**src/rtl/gold_seq_gen_if.sv**
```systemverilog
// Handshake bundle between the c_init source, the Gold generator
// and the NRS QPSK mapper.
interface gold_seq_gen_if #(
    parameter int CINIT_W = 31,
    parameter int PAIR_W  = 8
);
    logic               start;
    logic [CINIT_W-1:0] cinit;
    logic [PAIR_W-1:0]  num_pairs;
    logic               out_ready;
    logic               out_valid;
    logic [1:0]         out_bits;
    logic               busy;
    logic               done;

    modport master (
        output start, cinit, num_pairs, out_ready,
        input  out_valid, out_bits, busy, done
    );

    modport slave (
        input  start, cinit, num_pairs, out_ready,
        output out_valid, out_bits, busy, done
    );
endinterface

```
**src/rtl/gold_seq_gen.sv**
```systemverilog
// Gold sequence generator: x1/x2 LFSRs, Nc warm-up, c(2m)/c(2m+1) pairs out.
// Define GOLD_PAR_WARMUP_EN for an 8-step/cycle warm-up (default 2-step).
module gold_seq_gen #(
    parameter int CINIT_W = 31,
    parameter int NC      = 1600,
    parameter int PAIR_W  = 8
) (
    input logic           clk,
    input logic           rst,
    gold_seq_gen_if.slave bus
);
`ifdef GOLD_PAR_WARMUP_EN
    localparam int STEPW = 8;
`else
    localparam int STEPW = 2;
`endif
    localparam int WCYC   = NC / STEPW;
    localparam int WCNT_W = (WCYC > 1) ? $clog2(WCYC) : 1;
    localparam logic [WCNT_W-1:0] WLAST = WCNT_W'(WCYC - 1);

    typedef enum logic [1:0] {
        IDLE,
        WARMUP,
        STREAM
    } state_t;

    state_t             state_q, state_d;
    logic [CINIT_W-1:0] x1_q, x1_d;
    logic [CINIT_W-1:0] x2_q, x2_d;
    logic [WCNT_W-1:0]  wcnt_q, wcnt_d;
    logic [PAIR_W-1:0]  pcnt_q, pcnt_d;
    logic [PAIR_W-1:0]  np_q, np_d;
    logic               done_q, done_d;

    logic [CINIT_W-1:0] x1_s2, x2_s2;
    logic [CINIT_W-1:0] x1_w, x2_w;

    // Bit i of each register holds x(n+i); one step shifts in x(n+31).
    function automatic logic [CINIT_W-1:0] x1_step(
        input logic [CINIT_W-1:0] v
    );
        return {v[3] ^ v[0], v[CINIT_W-1:1]};
    endfunction

    function automatic logic [CINIT_W-1:0] x2_step(
        input logic [CINIT_W-1:0] v
    );
        return {v[3] ^ v[2] ^ v[1] ^ v[0], v[CINIT_W-1:1]};
    endfunction

    assign x1_s2 = x1_step(x1_step(x1_q));
    assign x2_s2 = x2_step(x2_step(x2_q));

`ifdef GOLD_PAR_WARMUP_EN
    function automatic logic [CINIT_W-1:0] x1_step8(
        input logic [CINIT_W-1:0] v
    );
        logic [CINIT_W-1:0] r;
        r = v;
        for (int i = 0; i < 8; i++) r = x1_step(r);
        return r;
    endfunction

    function automatic logic [CINIT_W-1:0] x2_step8(
        input logic [CINIT_W-1:0] v
    );
        logic [CINIT_W-1:0] r;
        r = v;
        for (int i = 0; i < 8; i++) r = x2_step(r);
        return r;
    endfunction

    assign x1_w = x1_step8(x1_q);
    assign x2_w = x2_step8(x2_q);
`else
    assign x1_w = x1_s2;
    assign x2_w = x2_s2;
`endif

    // State, LFSR and counter registers.
    always_ff @(posedge clk or negedge rst) begin
        if (!rst) begin
            state_q <= IDLE;
            x1_q    <= '0;
            x2_q    <= '0;
            wcnt_q  <= '0;
            pcnt_q  <= '0;
            np_q    <= '0;
            done_q  <= 1'b0;
        end else begin
            state_q <= state_d;
            x1_q    <= x1_d;
            x2_q    <= x2_d;
            wcnt_q  <= wcnt_d;
            pcnt_q  <= pcnt_d;
            np_q    <= np_d;
            done_q  <= done_d;
        end
    end

    // Next state: load on start, warm up, then emit pairs on accept.
    always_comb begin
        state_d = state_q;
        x1_d    = x1_q;
        x2_d    = x2_q;
        wcnt_d  = wcnt_q;
        pcnt_d  = pcnt_q;
        np_d    = np_q;
        done_d  = 1'b0;
        unique case (state_q)
            IDLE: begin
                if (bus.start) begin
                    x1_d    = CINIT_W'(1);
                    x2_d    = bus.cinit;
                    np_d    = bus.num_pairs;
                    wcnt_d  = '0;
                    pcnt_d  = '0;
                    state_d = WARMUP;
                end
            end
            WARMUP: begin
                x1_d   = x1_w;
                x2_d   = x2_w;
                wcnt_d = wcnt_q + 1'b1;
                if (wcnt_q == WLAST) begin
                    wcnt_d = '0;
                    if (np_q == '0) begin
                        state_d = IDLE;
                        done_d  = 1'b1;
                    end else begin
                        state_d = STREAM;
                    end
                end
            end
            STREAM: begin
                if (bus.out_ready) begin
                    x1_d = x1_s2;
                    x2_d = x2_s2;
                    if (pcnt_q == np_q - 1'b1) begin
                        pcnt_d  = '0;
                        state_d = IDLE;
                        done_d  = 1'b1;
                    end else begin
                        pcnt_d = pcnt_q + 1'b1;
                    end
                end
            end
            default: state_d = IDLE;
        endcase
    end

    assign bus.out_valid = (state_q == STREAM);
    assign bus.busy      = (state_q != IDLE);
    assign bus.done      = done_q;
    assign bus.out_bits  = (state_q == STREAM)
                         ? {x1_q[1] ^ x2_q[1], x1_q[0] ^ x2_q[0]}
                         : 2'b00;
endmodule
```
**src/flat_wrapper.sv**
```systemverilog
// flat-port wrapper written by rule: the top's interface ports become plain ports
module gold_seq_gen_flat 
#(
    parameter int CINIT_W = 31,
    parameter int NC      = 1600,
    parameter int PAIR_W  = 8
)
  (clk, rst, bus_start, bus_cinit, bus_num_pairs, bus_out_ready, bus_out_valid, bus_out_bits, bus_busy, bus_done);
  gold_seq_gen_if #(.CINIT_W(CINIT_W), .PAIR_W(PAIR_W)) bus_i ();
  input logic clk;
  input logic rst;
  input wire logic [$bits(bus_i.start)-1:0] bus_start;
  input wire logic [$bits(bus_i.cinit)-1:0] bus_cinit;
  input wire logic [$bits(bus_i.num_pairs)-1:0] bus_num_pairs;
  input wire logic [$bits(bus_i.out_ready)-1:0] bus_out_ready;
  output wire logic [$bits(bus_i.out_valid)-1:0] bus_out_valid;
  output wire logic [$bits(bus_i.out_bits)-1:0] bus_out_bits;
  output wire logic [$bits(bus_i.busy)-1:0] bus_busy;
  output wire logic [$bits(bus_i.done)-1:0] bus_done;
  assign bus_i.start = bus_start;
  assign bus_i.cinit = bus_cinit;
  assign bus_i.num_pairs = bus_num_pairs;
  assign bus_i.out_ready = bus_out_ready;
  assign bus_out_valid = bus_i.out_valid;
  assign bus_out_bits = bus_i.out_bits;
  assign bus_busy = bus_i.busy;
  assign bus_done = bus_i.done;
  gold_seq_gen #(.CINIT_W(CINIT_W), .NC(NC), .PAIR_W(PAIR_W)) u_core (.clk(clk), .rst(rst), .bus(bus_i));
endmodule
```
**config.mk**
```make
export PLATFORM = sky130hd
export DESIGN_NAME = gold_seq_gen_flat
export DESIGN_NICKNAME = d
export VERILOG_FILES = /design/src/rtl/gold_seq_gen_if.sv /design/src/rtl/gold_seq_gen.sv /design/src/flat_wrapper.sv
export SDC_FILE = /design/constraint.sdc
export NUM_CORES = 1
export LEC_CHECK = 0
export ABC_AREA = 1
export CELL_PAD_IN_SITES_DETAIL_PLACEMENT = 1
export CELL_PAD_IN_SITES_GLOBAL_PLACEMENT = 1
export CORE_ASPECT_RATIO = 1.25
export CORE_MARGIN = 8
export CORE_UTILIZATION = 46
export DETAILED_ROUTE_END_ITERATION = 7
export GPL_TIMING_DRIVEN = 0
export PLACE_DENSITY_LB_ADDON = 0.1
export SETUP_SLACK_MARGIN = 0.05
export SLEW_MARGIN = 20
export SYNTH_ARGS = -nofsm -noshare
export SYNTH_HDL_FRONTEND = slang
export SYNTH_SLANG_ARGS = --single-unit
```
**constraint.sdc**
```tcl
create_clock -name clk -period 3.4 [get_ports clk]
set_input_delay 0.34 -clock clk [delete_from_list [all_inputs] [get_ports clk]]
set_output_delay 0.34 -clock clk [all_outputs]
set_load 0.01 [all_outputs]
```
Word-level counts from Yosys, hierarchy flattened
Index checks and enable logic that the tools add are counted.
- bits in registers: 91
- input bits: 43
- output and inout bits: 5
- logic and storage cells: 64
- $add $sub $neg: 3
- eq/ne operators: 8
- multiplexer cells: 25
- bitwise logic cells: 10
- reduce and logical (&&, ||, !) cells: 11
- operator list (kind ; count):
    one-hot mux 31 bit (3 select lines) ; 2
    2-to-1 mux 31 bit ; 4
    2-to-1 mux 8 bit ; 3
    2-to-1 mux 10 bit ; 2
    one-hot mux 10 bit (2 select lines) ; 1
    one-hot mux 8 bit (2 select lines) ; 1
    2-to-1 mux 2 bit ; 6
    adder 10 x 1 -> 10 bit (second input constant) ; 1
    equality test 10 bit (second input constant) ; 1
    XOR 1 bit ; 10
    adder 8 x 1 -> 8 bit (second input constant) ; 1
    equality test 8 bit ; 1
    logical NOT 8 bit ; 1
    subtractor 8 x 1 -> 8 bit (second input constant) ; 1
    one-hot mux 2 bit (3 select lines) ; 1
    AND reduction 3 bit ; 2
    nonzero test 2 bit ; 3
    2-to-1 mux 1 bit ; 4
    inequality test 2 x 1 -> 1 bit (second input constant) ; 2
    inequality test 2 bit (second input constant) ; 2
    AND reduction 2 bit ; 2
    AND reduction 4 bit ; 1
    nonzero test 3 bit ; 1
    equality test 2 x 1 -> 1 bit (second input constant) ; 1
    other kinds (3) ; 3

Logic depth before layout (Yosys ltp)
- depth after elaboration: 5
- gate-level depth with buffers: 14
- mapped depth without buffers: 14

Least setup slack after synthesis
OpenSTA, ideal clock, no wires.
- kind: reg-to-reg
- from: reg u_core.state_q[0]
- to: reg u_core.x2_q[30]
- library setup time: 0.127 ns
- arrival time: 1.709 ns
- data required time: 3.273 ns
- path slack: 1.565 ns
- stages on the path, launching flop included: 12
- path buffers: 3
- clock period less this slack: 1.835 ns
- cell sequence: dfrtp_1 -> inv_1 -> ha_1 -> buf_4 -> inv_2 -> or2_1 -> nand2_2 -> nor2_2 -> buf_6 -> buf_6 -> o211ai_1 -> o21ai_1
- longest elaborated chain between the ends: 3
- elaborated cells on any way between the ends: 8
- those cells by class: 4 x eq/ne; 1 x mux; 3 x reduce/logical
- ends and longest elaborated chain (what ; RTL line ; text):
    start: declaration ; gold_seq_gen.sv:27 ; state_t state_q, state_d;
    start signal: assignment ; gold_seq_gen.sv:91 ; state_q <= state_d;
    equality test 2 bit (*) ; - ;
    net bus_out_valid ; flat_wrapper.sv:16 ; output wire logic [$bits(bus_i.out_valid)-1:0] bus_out_valid;
    inequality test 2 bit (no source line) / nonzero test 3 bit (equally long branches) ; - ;
    AND reduction 3 bit (no source line) ; - ;
    end signal: assignment ; gold_seq_gen.sv:85 ; x2_q <= '0;
    end signal: assignment ; gold_seq_gen.sv:93 ; x2_q <= x2_d;
    end: declaration ; gold_seq_gen.sv:29 ; logic [CINIT_W-1:0] x2_q, x2_d;
The timed path passes the listed nets; every way through them passes the cells marked *.
A chain may end at the register's enable or synchronous reset.

Worst setup path after layout
- from: reg u_core.state_q[0]
- to: out bus_out_bits[1]
- longest elaborated chain between the ends: 2
- ends and longest elaborated chain (what ; RTL line ; text):
    equality test 2 bit ; gold_seq_gen.sv:155 ; assign bus.out_bits = (state_q == STREAM)
    2-to-1 mux 2 bit ; gold_seq_gen.sv:156 ; ? {x1_q[1] ^ x2_q[1], x1_q[0] ^ x2_q[0]}
    end: declaration ; flat_wrapper.sv:17 ; output wire logic [$bits(bus_i.out_bits)-1:0] bus_out_bits;
No other way between the ends.

==> flow_summary.yaml <==
sta:
  holdWs_ps: 450
  slew_violations: 0
  fin_tns_setup_ps: 0
  post-route-period-util_pct: 74.5
  setup_viol: 0
  relSlewSlack_pct: 65.2
  worst_pin_slew_ps: 521
  rsz0062_at_grt: "no"
  max_clock_freq_ghz: 0.395
  hold_violations: 0
  finClkSkew_ps: 4.72
  setup_ws_ps: 867
  fin_crit_ps: 2530
critical_path:
  path_class: "reg -> out"
  cp.arrival_ps: 2190
  crit_fanout: 9
  worstPathRequired_ps: 3060
  r2r_start: "u_core.state_q[0]$_DFFE_PN0P_"
  r2r-end: "u_core.x2_q[22]$_DFFE_PN0P_"
  regToRegSetupSlack_ps: 1170
  cp-end-kind: "output pin"
  rr_worst_depth: 10
  start_kind: "register"
placement:
  place_ws_ps: 1180
  io_buffer_count: 47
  dp_cells: 746
  dp_hpwl_mm: 8.71
  placed_area_um2: 5380
  gp_congestion: 0.801
hold_path:
  hold_class: "in -> async"
final_layout:
  nets: 679
  area_growth_syn_to_layout_pct: 20.6
  drive_gt1_share_pct: 8.04
  stdcell_area_um2: 5690
  stdcell_count: 763
  fin_util_pct: 56.6
  diodes: 0
die:
  row_count: 41
  die_w_um: 107
  core_um2: 10100
  initial_core_util_pct: 46.9
  die_h_um: 129
  dieArea_um2: 13800
  ios: 48
synthesis:
  synth_top_cell_area_share_pct: 48.3
  synth_top_area_cell: "dfrtp_1"
  synth.distinct_cells: 34
  syn_avg_cell_area_um2: 8.29
  synth_top_family_by_area: "simple AND/OR/NAND/NOR gates"
  synthTopCellsByArea: "dfrtp_1 (48%), o21ai_0 (7.9%), nand2_1 (7.2%)"
  synthCells: 569
  synth_xor_area_share_pct: 3.16
  yosysWarnings: 0
  syn-num-nets: 619
  yosys.area_share.simple_pct: 23.3
  ys_seq_area_share_pct: 48.3
  synth-compound-area-share_pct: 16.2
  netlist_area_um2: 4710
  synth_fa_ha_area_share_pct: 1.86
  synth_seq_cells: 91
  synth.area.mux_share_pct: 0
global_route:
  antenna_found_initial: 0
  grt.total_usage_pct: 19.3
  grt_overflow: 0
  grtUsageMet1_pct: 23.7
  use_met3_pct: 3.92
  grt_busiest_layer: "met2"
  grt_use_met2_pct: 33.0
  grt_pass1_wl_mm: 21.5
  grt_pass1_vias: 4438
  grt_max_degree: 61
routing:
  drt_iter0_markers: 174
  routedWlPerCell_um: 16.2
  vias_per_cell: 5.30
  drc: 0
  routed_wirelength_mm: 12.3
  firstDrtPassIters: 4
  vias: 4044
  final_antenna_net_count: 0
pwr:
  p_per_area_nw_per_um2: 754
  peakVddDrop_mv: 0.327
  p_total_mw: 4.29
  p_leak_nw: 2.61
clock_network:
  tritoncts: "done"
  cts_root_buf: "clkbuf_16"
  numCtsBuffers: 9
  clockBufferDepth: 2
  clock_sinks: 91
  clk_pin_slew_ps: 70
  cts_max_level: 3
  clk-insertion-delay-late_ps: 340
run_status:
  status: "finished, final reports clean"
run:
  maxCapViolCount: 0
logic make-up (layout without fill, tap and decap cells):
kind of cell | after synthesis | after routing
DFF | 91 | 91
xor gates and xnor gates | 17 | 17
buffers and inverters | 74 | 139
AOI/OAI and AO/OA | 131 | 131
adders and majority gates | 7 | 7
and+or+nand+nor | 249 | 249
layer usage:
metal | vias up | share of wire, % | wire, um
met3 | 17 | 3.0 | 369
li1 | 1995 | - | -
met2 | 58 | 51 | 6240
met5 | - | 0 | 0
met4 | 0 | 1.7 | 212
met1 | 1974 | 45 | 5500
layout by cell type (no fill, tap or decap), drive strengths merged:
| cell | Yosys | final |
|---|---|---|
| a21oi | 12 | 12 |
| a31oi | 3 | 3 |
| buf | 12 | 14 |
| bufinv | 0 | 1 |
| clkbuf | 17 | 26 |
| clkdlybuf4s50 | 0 | 46 |
| clkinv | 0 | 4 |
| clkinvlp | 0 | 1 |
| dfrtp | 91 | 91 |
| dlygate4sd3 | 0 | 1 |
| ha | 7 | 7 |
| inv | 45 | 46 |
| nand2 | 96 | 96 |
| nand3 | 50 | 50 |
| nand4 | 11 | 11 |
| nor2 | 81 | 81 |
| nor3 | 4 | 4 |
| nor3b | 1 | 1 |
| nor4 | 3 | 3 |
| o211ai | 5 | 5 |
| o21a | 28 | 28 |
| o21ai | 82 | 82 |
| o22ai | 1 | 1 |
| or2 | 3 | 3 |
| xnor2 | 10 | 10 |
| xor2 | 7 | 7 |
state kept, by name, indices dropped and copies added, names as in the netlist:
register and count:
u_core.x2_q 31, u_core.state_q 2, u_core.np_q 8, u_core.wcnt_q 10, u_core.pcnt_q 8, u_core.bus.done 1
u_core.x1_q 31
synth_stat cells:
cell type	count
dfrtp_1	91
nand2_1	90
nor2_1	77
o21ai_0	74
nand3_1	49
inv_1	42
o21a_1	28
clkbuf_1	17
a21oi_1	11
nand4_1	11
xnor2_1	10
ha_1	7
xor2_1	7
buf_6	6
nand2_2	5
o211ai_1	5
o21ai_2	5
nor2_2	4
nor3_1	4
a31oi_1	3
buf_4	3
inv_2	3
o21ai_1	3
buf_2	2
nor4_1	2
or2_1	2
a21oi_2	1
buf_1	1
nand2_4	1
nand3_2	1
nor3b_1	1
nor4_4	1
o22ai_1	1
or2_2	1
final cells by class:
type | count | area (um^2)
Buffer | 29 | 168
Clock buffer | 9 | 225
Clock inverter | 7 | 77.6
Fill cell | 1231 | 4370
Inverter | 45 | 169
Multi-Input combinational cell | 404 | 2100
Sequential cell | 91 | 2280
Tap cell | 129 | 161
Timing Repair Buffer | 49 | 509
repair_timing:
item,in CTS,in global routing
hold endpoints to repair,31,0
setup buffers,0,0
gates resized for setup,0,0
hold buffers,1,0
endpoints found under the setup margin,0,0
critical path: stages, from the launching register on:
cell,delay (ps)
dfrtp_1,430
inv_1,110
ha_1,220
buf_4,200
o21ai_0,110
a21oi_1,200
clkdlybuf4s50_1,580
how the worst max path moves through the flow:
stage / from / endpoint / slack (ps)
4_1_cts: u_core.state_q[0]$_DFFE_PN0P_ / bus_out_bits[1] / 840
5_1_grt: u_core.state_q[0]$_DFFE_PN0P_ / bus_out_bits[1] / 760
6_report: u_core.state_q[0]$_DFFE_PN0P_ / bus_out_bits[1] / 870
3_3_place_gp: rst / u_core.x1_q[22]$_DFFE_PN0P_ / -1490
3_5_place_dp: u_core.state_q[0]$_DFFE_PN0P_ / u_core.x2_q[9]$_DFFE_PN0P_ / 1180
2_1_floorplan: u_core.state_q[0]$_DFFE_PN0P_ / u_core.x2_q[30]$_DFFE_PN0P_ / 1560
report_power, final:
group / internal, mW / switching [mW] / total, mW
logic: 0.662 / 1.04 / 1.70
clock network: 0.575 / 0.449 / 1.02
registers: 1.35 / 0.208 / 1.56
total: 2.59 / 1.70 / 4.29
(Power assumes the default switching activity.)
